## src/rtl/elevator_pkg.sv

```systemverilog
// elevator_pkg: definitions shared by the elevator controller blocks.
//   NUM_FLOORS_DEFAULT : default number of floors
//   FLOOR_W / floor_t  : floor index width and type at the default size
//   dir_e              : travel direction, same encoding as the motor drive
package elevator_pkg;

  localparam int NUM_FLOORS_DEFAULT = 3;
  localparam int FLOOR_W            = $clog2(NUM_FLOORS_DEFAULT);

  typedef logic [FLOOR_W-1:0] floor_t;

  typedef enum logic [1:0] {
    DIR_IDLE = 2'b00,
    DIR_DOWN = 2'b01,
    DIR_UP   = 2'b10
  } dir_e;

endpackage

```

## src/rtl/button_debounce.sv

```systemverilog
// button_debounce: 2-FF synchronizer followed by a debounce counter for one
// raw push button. A new level is accepted only after the synchronized input
// has differed from the accepted level for DEBOUNCE_CYCLES consecutive cycles.
// Ports:
//   clk     : clock
//   rst     : synchronous active-high reset
//   btn_raw : asynchronous raw button, active-high
//   rise    : one-cycle pulse, registered, the cycle after the accepted
//             level goes 0 -> 1
module button_debounce #(
  parameter int DEBOUNCE_CYCLES = 4
) (
  input  logic clk,
  input  logic rst,
  input  logic btn_raw,
  output logic rise
);

  localparam int            CW       = (DEBOUNCE_CYCLES > 1) ? $clog2(DEBOUNCE_CYCLES) : 1;
  localparam logic [CW-1:0] CNT_LAST = CW'(DEBOUNCE_CYCLES - 1);

  logic          sync1;
  logic          sync2;
  logic          level;
  logic [CW-1:0] cnt;

  always_ff @(posedge clk) begin
    if (rst) begin
      sync1 <= 1'b0;
      sync2 <= 1'b0;
      level <= 1'b0;
      cnt   <= '0;
      rise  <= 1'b0;
    end else begin
      sync1 <= btn_raw;
      sync2 <= sync1;
      rise  <= 1'b0;
      if (sync2 == level) begin
        cnt <= '0;
      end else if (cnt == CNT_LAST) begin
        // The counter would reach DEBOUNCE_CYCLES: accept the new level.
        cnt   <= '0;
        level <= sync2;
        rise  <= sync2;
      end else begin
        cnt <= cnt + CW'(1);
      end
    end
  end

endmodule

```

## src/rtl/elevator_call_register.sv

```systemverilog
// elevator_call_register: synchronizes and debounces the cab and hall
// buttons, latches them as pending calls, clears calls as the controller
// serves floors, and summarizes pending calls relative to the current floor.
// Ports:
//   clk, rst                       : clock, synchronous active-high reset
//   btn_cab/btn_up/btn_down        : raw async buttons, one bit per floor
//                                    (btn_up top bit and btn_down bit 0 unused)
//   cur_floor                      : floor the car is at or last passed
//   serve_valid/serve_floor/dir    : service pulse from the controller
//   pend_cab/pend_up/pend_down     : latched calls
//   req_above/req_below/req_here   : pending call above / below / at cur_floor
//   any_pending                    : any call pending anywhere
// Build option:
//   CALL_CANCEL_EN : a new press of an already pending cab call cancels it.
module elevator_call_register
  import elevator_pkg::*;
#(
  parameter int NUM_FLOORS      = NUM_FLOORS_DEFAULT,
  parameter int DEBOUNCE_CYCLES = 4,
  localparam int FW             = $clog2(NUM_FLOORS)
) (
  input  logic                  clk,
  input  logic                  rst,
  input  logic [NUM_FLOORS-1:0] btn_cab,
  input  logic [NUM_FLOORS-1:0] btn_up,
  input  logic [NUM_FLOORS-1:0] btn_down,
  input  logic [FW-1:0]         cur_floor,
  input  logic                  serve_valid,
  input  logic [FW-1:0]         serve_floor,
  input  logic [1:0]            serve_dir,
  output logic [NUM_FLOORS-1:0] pend_cab,
  output logic [NUM_FLOORS-1:0] pend_up,
  output logic [NUM_FLOORS-1:0] pend_down,
  output logic                  req_above,
  output logic                  req_below,
  output logic                  req_here,
  output logic                  any_pending
);

  logic [NUM_FLOORS-1:0] rise_cab, rise_up, rise_down;
  logic [NUM_FLOORS-1:0] clr_cab, clr_up, clr_down;
  logic [NUM_FLOORS-1:0] cab_nxt, up_nxt, down_nxt;
  logic [NUM_FLOORS-1:0] call_at;
  logic                  unused_btn;

  // No hall-up button at the top floor and no hall-down at the bottom.
  assign unused_btn = btn_up[NUM_FLOORS-1] ^ btn_down[0];

  for (genvar f = 0; f < NUM_FLOORS; f++) begin : g_floor
    button_debounce #(.DEBOUNCE_CYCLES(DEBOUNCE_CYCLES)) u_cab (
      .clk(clk), .rst(rst), .btn_raw(btn_cab[f]), .rise(rise_cab[f])
    );
    if (f < NUM_FLOORS - 1) begin : g_up
      button_debounce #(.DEBOUNCE_CYCLES(DEBOUNCE_CYCLES)) u_up (
        .clk(clk), .rst(rst), .btn_raw(btn_up[f]), .rise(rise_up[f])
      );
    end else begin : g_no_up
      assign rise_up[f] = 1'b0;
    end
    if (f > 0) begin : g_down
      button_debounce #(.DEBOUNCE_CYCLES(DEBOUNCE_CYCLES)) u_down (
        .clk(clk), .rst(rst), .btn_raw(btn_down[f]), .rise(rise_down[f])
      );
    end else begin : g_no_down
      assign rise_down[f] = 1'b0;
    end
  end

  // Hall calls in the leaving direction are answered; at a terminal floor the
  // car can only go one way, so the opposite hall call is answered too.
  always_comb begin
    clr_cab  = '0;
    clr_up   = '0;
    clr_down = '0;
    for (int f = 0; f < NUM_FLOORS; f++) begin
      if (serve_valid && int'(serve_floor) == f) begin
        clr_cab[f] = 1'b1;
        case (serve_dir)
          DIR_UP: begin
            clr_up[f]   = 1'b1;
            clr_down[f] = (f == NUM_FLOORS - 1);
          end
          DIR_DOWN: begin
            clr_down[f] = 1'b1;
            clr_up[f]   = (f == 0);
          end
          DIR_IDLE: begin
            clr_up[f]   = 1'b1;
            clr_down[f] = 1'b1;
          end
          default: ;
        endcase
      end
    end
  end

  // Clear has priority over a set or cancel landing on the same bit.
`ifdef CALL_CANCEL_EN
  assign cab_nxt = (pend_cab ^ rise_cab) & ~clr_cab;
`else
  assign cab_nxt = (pend_cab | rise_cab) & ~clr_cab;
`endif
  assign up_nxt   = (pend_up   | rise_up)   & ~clr_up;
  assign down_nxt = (pend_down | rise_down) & ~clr_down;

  always_ff @(posedge clk) begin
    if (rst) begin
      pend_cab  <= '0;
      pend_up   <= '0;
      pend_down <= '0;
    end else begin
      pend_cab  <= cab_nxt;
      pend_up   <= up_nxt;
      pend_down <= down_nxt;
    end
  end

  assign call_at     = pend_cab | pend_up | pend_down;
  assign any_pending = |call_at;

  always_comb begin
    req_above = 1'b0;
    req_below = 1'b0;
    req_here  = 1'b0;
    if (int'(cur_floor) < NUM_FLOORS) begin
      for (int f = 0; f < NUM_FLOORS; f++) begin
        if (call_at[f]) begin
          if (f > int'(cur_floor))      req_above = 1'b1;
          else if (f < int'(cur_floor)) req_below = 1'b1;
          else                          req_here  = 1'b1;
        end
      end
    end
  end

endmodule

```

## config.mk

```make
export PLATFORM = sky130hd
export DESIGN_NAME = elevator_call_register
export DESIGN_NICKNAME = d
export VERILOG_FILES = /design/src/rtl/elevator_pkg.sv /design/src/rtl/button_debounce.sv /design/src/rtl/elevator_call_register.sv
export SDC_FILE = /design/constraint.sdc
export NUM_CORES = 1
export LEC_CHECK = 0
export ABC_AREA = 1
export CAP_MARGIN = 25
export CORE_AREA = 8 8 78 80
export CTS_CLUSTER_DIAMETER = 40
export DETAILED_ROUTE_END_ITERATION = 7
export DIE_AREA = 0 0 86 88
export PLACE_DENSITY = 0.58
export SLEW_MARGIN = 5
export SYNTH_ARGS = -nofsm -noshare
export SYNTH_HDL_FRONTEND = slang
export SYNTH_SLANG_ARGS = --single-unit
```

## constraint.sdc

```tcl
create_clock -name clk -period 2.8 [get_ports clk]
set_input_delay 0.84 -clock clk [delete_from_list [all_inputs] [get_ports clk]]
set_output_delay 0.84 -clock clk [all_outputs]
set_load 0.03 [all_outputs]
```

After elaboration in Yosys (flattened, before gate mapping)
Index checks and enable logic that the tools add are counted.

cells by class
  add/sub/neg operators = 7
  order comparisons = 6
  equal/unequal tests = 18
  mux-type cells = 35
  bitwise logic cells = 25
  reduce and logical (&&, ||, !) cells = 30

operators with widths
  cell                                               count
  OR reduction 3 bit                                 16
  two-way mux 1 bit                                  35
  == test 2 bit, second input constant               10
  adder 2 x 1 -> 2 bit, second input constant        7
  NOT 1 bit                                          14
  AND reduction 2 bit                                7
  OR 3 bit                                           4
  bitwise AND 3 bit                                  3
  NOT 3 bit                                          3
  == test 1 bit                                      7
  zero test 2 bit                                    2
  < comparator 1 x 2 -> 1 bit, first input constant  2
  OR reduction 2 bit                                 2
  logical AND 1 bit                                  3
  OR 3 x 2 -> 3 bit                                  1
  == test 2 x 1 -> 1 bit, second input constant      1
  > comparator 1 x 2 -> 1 bit, first input constant  1
  > comparator 2 bit, first input constant           1
  < comparator 2 bit, first input constant           1
  < comparator 2 bit, second input constant          1

storage, ports and cells
  register bits = 51
  input bits = 18
  logic and storage cells = 159

Longest topological paths before layout
  depth in word-level cells = 10
  depth in mapped cells = 6
  gate-level depth less buffers = 6

Modules after synthesis
From an unflattened synthesis, not the netlist that was laid out.

unflattened totals
  cell total of the unflattened synthesis = 248
  area total of the unflattened synthesis = 1,935.6 µm²

modules (own cells, without submodules)
  module                  times used  cells an instance  area each (µm²)  sequential area each (µm²)
  button_debounce         7           26                 215.2            120.1
  elevator_call_register  1           66                 429.2            180.2

Least setup slack after synthesis
OpenSTA, ideal clock, no wires.

  path kind = input to output
  start point = input cur_floor[1]
  end point = output req_below
  data arrival time = 1.434 ns
  required time = 1.960 ns
  setup slack = 0.526 ns
  stages on the path = 4
  buffers on the path = 0
  cells stage by stage = nor2_1 > inv_1 > nand2_1 > a21oi_1

between the ends
  longest elaborated chain between the ends = 10
  elaborated cells between the ends (all ways) = 15
  classes of those cells = order compare: 6; mux: 9

ends and longest elaborated chain
  item                         line                           RTL
  from (decl)                  elevator_call_register.sv:27   input logic [FW-1:0] cur_floor,
  < comparator 1 x 2 -> 1 bit  elevator_call_register.sv:129  else if (f < int'(cur_floor)) req_below = 1'b1;
  two-way mux 1 bit            elevator_call_register.sv:129
  two-way mux 1 bit            elevator_call_register.sv:127  if (call_at[f]) begin
  two-way mux 1 bit            elevator_call_register.sv:129
  two-way mux 1 bit            elevator_call_register.sv:128  if (f > int'(cur_floor)) req_above = 1'b1;
  two-way mux 1 bit            elevator_call_register.sv:127
  two-way mux 1 bit            elevator_call_register.sv:129
  two-way mux 1 bit            elevator_call_register.sv:128
  two-way mux 1 bit            elevator_call_register.sv:127
  two-way mux 1 bit *          elevator_call_register.sv:125  if (int'(cur_floor) < NUM_FLOORS) begin
  to (decl)                    elevator_call_register.sv:35   output logic req_below,

Every way passes the cells marked *; elsewhere a longest branch is shown, timed or not.

Worst setup path after layout
  start point = input cur_floor[1]
  end point = output req_here

between the ends
  longest elaborated chain between the ends = 10
  elaborated cells between the ends (all ways) = 15
  classes of those cells = order compare: 6; mux: 9

ends and longest elaborated chain
  item                         line                           RTL
  < comparator 1 x 2 -> 1 bit  elevator_call_register.sv:129
  two-way mux 1 bit            elevator_call_register.sv:129
  two-way mux 1 bit            elevator_call_register.sv:127
  two-way mux 1 bit            elevator_call_register.sv:129
  two-way mux 1 bit            elevator_call_register.sv:128
  two-way mux 1 bit            elevator_call_register.sv:127
  two-way mux 1 bit            elevator_call_register.sv:129
  two-way mux 1 bit            elevator_call_register.sv:128
  two-way mux 1 bit            elevator_call_register.sv:127
  two-way mux 1 bit *          elevator_call_register.sv:125
  to (decl)                    elevator_call_register.sv:36   output logic req_here,

Marks and branches as above.

==> out/qor.yml <==
dr.first_iter.drc_count: 51
first_pass_iters: 2
ir_drop_mv: 0.1990
via_count: 1353
yosysWarnings: 0
critPathBufInv: 3
dieWidth_um: 86
grt_pass1_vias: 1191
fin_hold_ws_ns: 0.4027
worstPathCellList: "clkdlybuf4s50_1 > nor2_1 > nand2_1 > nand3_1 > nand2_1 > inv_1 > buf_4"
slew_violations: 0
ctsHoldBuffers: 0
fp-row-count: 26
grt-ovfl-total: 0
fillers: 478
cts_tree: "yes"
setup_viol: 0
fin_setup_tns_ns: 0
min-delay-start: "g_floor[1].u_cab.sync1"
power.leakage_nw: 1.061
ys_seq_elements: 51
antenna_found_initial: 0
drtAntennaViolNets: 0
clock_power_share_pct: 33.1
numClockSinks: 51
synth_cell_types: 19
synthCells: 225
area_growth_pct: 22.56
fp.dieH_um: 88
ctsResizeCount: 0
clock_latency_ns: 0.30
final_cell_mix: "51 x dfxtp_1, 49 x nor2_1, 39 x inv_1"
layout.nets: 283
hold_viol_final: 0
drcViolationCount: 0
gp_congestion: 0.7761
p_sw_mw: 0.2612
slowest_stage: "clkdlybuf4s50_1"
hp-class: "flop to flop"
finClkSkew_ns: 0.007659
start_kind: "input port"
htreeDepth: 2
drt_wl_total_mm: 3.000
core_region_area_um2: 4912
wire_per_inst_um: 9.119
numPortBuffers: 28
path_class: "input port to primary output"
final.min_clock_period_ns: 2.693
tightest_slew_ns: 0.3220
vias_per_cell: 4.112
crit_start: "cur_floor[1]"
maxCapViolCount: 0
num_antenna_cells: 0
post_cts_buffers: 0
post-dp-hpwl_mm: 2.283
critical_path_required_ns: 1.96
reg2reg_from: "g_floor[1].g_up.u_up.cnt[0]"
grt_start_max_net_pins: 21
initial_core_util_pct: 38.05
critPathMaxFanout: 4
cts_buffers: 5
layout_commonest_cell: "dfxtp_1"
clock_path_buffers: 2
p_int_mw: 0.9442
status: "completed"
p_seq_share_pct: 61.6
io_pins: 31
clk_pin_slew_ns: 0.08
crit_top_cell: "nand2_1"
clock.fmax_mhz: 371.3
fin_crit_sh_pct: 96.19
track_usage_pct: 8.584
p_sw_share_pct: 21.67
cp_top_family: "buffers and inverters"
ys_seq_area_share_pct: 54.62
drive_above_1_share_pct: 9.266
critical_path.max_stage_delay_ns: 0.47
grt_pass1_wl_mm: 5.112
critical_path_arrival_ns: 1.85
syn-num-nets: 250
rsz0062_at_grt: "false"
power_frac_comb_pct: 5.3
synth_area_per_cell_um2: 8.308
die-area_um2: 7568
power_density_nw_per_um2: 526.2
cts-root-buf: "clkbuf_8"
critPathCaptureType: "primary output"
slew_headroom_pct: 78.47
synthesis.area_um2: 1869
-- Yosys cell counts --
library cell	n	area [um^2]
a21oi_1	5	25.02
buf_2	1	5.000
buf_6	3	33.78
dfxtp_1	51	1021
ha_1	7	87.58
inv_1	39	146.4
inv_4	1	6.260
nand2_1	31	116.4
nand3_1	14	70.07
nand4_1	2	12.51
nor2_1	49	183.9
nor2_4	1	11.26
nor3_1	1	5.000
nor3_2	2	20.02
nor4_4	1	21.27
o21ai_0	9	45.04
o31ai_2	1	12.51
or2_2	6	37.54
xor2_1	1	8.760
-- worst reg2reg max path, cell delays in order, from the launching register on --
cell and delay (ns):
dfxtp_1 0.32, ha_1 0.21, nor2_1 0.14, nand3_1 0.12, nor2_1 0.09
-- through the flow --
| step | power, mW | cells | cell area [um^2] | util, % | setup slack [ns] |
|---|---|---|---|---|---|
| after floorplan | 0.7959 | 225 | 1869 | - | 0.5259 |
| after global placement | 0.8234 | 321 | 2206 | 44.91 | 0.1331 |
| after detailed placement | 0.8249 | 321 | 2206 | 44.91 | 0.1079 |
| after CTS | 1.225 | 329 | 2291 | 46.64 | 0.1043 |
| after global routing | 1.266 | 329 | 2291 | 46.64 | 0.02495 |
| final | 1.205 | 329 | 2291 | 46.64 | 0.1067 |
-- power groups by stage --
| stage | sequential, mW | combinational [mW] | clock [mW] |
|---|---|---|---|
| finish | 0.742 | 0.0641 | 0.399 |
| detailed placement | 0.759 | 0.0655 | 0 |
| global placement | 0.759 | 0.0642 | 0 |
| global route | 0.744 | 0.0727 | 0.449 |
| CTS | 0.742 | 0.0657 | 0.417 |
| floorplan | 0.758 | 0.0375 | 0 |
-- area by class of cell --
type | count | area (um^2) | area share [%]
Tap cell | 70 | 87.58 | 3.823
Clock inverter | 2 | 12.51 | 0.5461
Clock buffer | 6 | 72.57 | 3.168
Timing Repair Buffer | 30 | 287.8 | 12.56
Multi-Input combinational cell | 130 | 656.9 | 28.67
Sequential cell | 51 | 1021 | 44.57
Inverter | 40 | 152.6 | 6.663
-- cells by family after synthesis --
kind of cell | synth area share (%)
xor+xnor | 0.4686
simple gates | 25.57
compound gates | 4.417
buf+inv | 10.24
flops | 54.62
fa+ha+maj | 4.685
-- flip-flops by register name (all words and copies together) (netlist names) --
signal                       flops
pend_down                        3
g_floor.u_cab.cnt                6
g_floor.g_up.u_up.cnt            4
pend_cab                         3
g_floor.g_down.u_down.rise       2
g_floor.g_down.u_down.sync2      2
g_floor.u_cab.rise               3
g_floor.g_up.u_up.level          2
g_floor.g_up.u_up.rise           2
g_floor.g_down.u_down.level      2
g_floor.u_cab.sync1              3
g_floor.g_down.u_down.cnt        4
g_floor.u_cab.level              3
g_floor.g_up.u_up.sync2          2
g_floor.g_up.u_up.sync1          2
pend_up                          3
g_floor.g_down.u_down.sync1      2
g_floor.u_cab.sync2              3
-- final timing paths --
check	to	slack, ns	cells after the start
worst max-delay path	req_here	0.11	7
worst min-delay path	g_floor[1].u_cab.sync2	0.40	2
worst max register to register	g_floor[1].g_up.u_up.cnt[1]	1.85	4
worst min register to register	g_floor[1].u_cab.sync2	0.40	2
-- per-layer routing --
layer / share of wire, % / vias to the layer above / GRT usage (%)
met3: 6.1 / 6 / 3.471
met4: 2.5 / 0 / 5.255
met1: 50 / 571 / 9.923
li1: - / 748 / -
met5: 0 / - / 0
met2: 42 / 28 / 13.02
(Power assumes the default switching activity.)
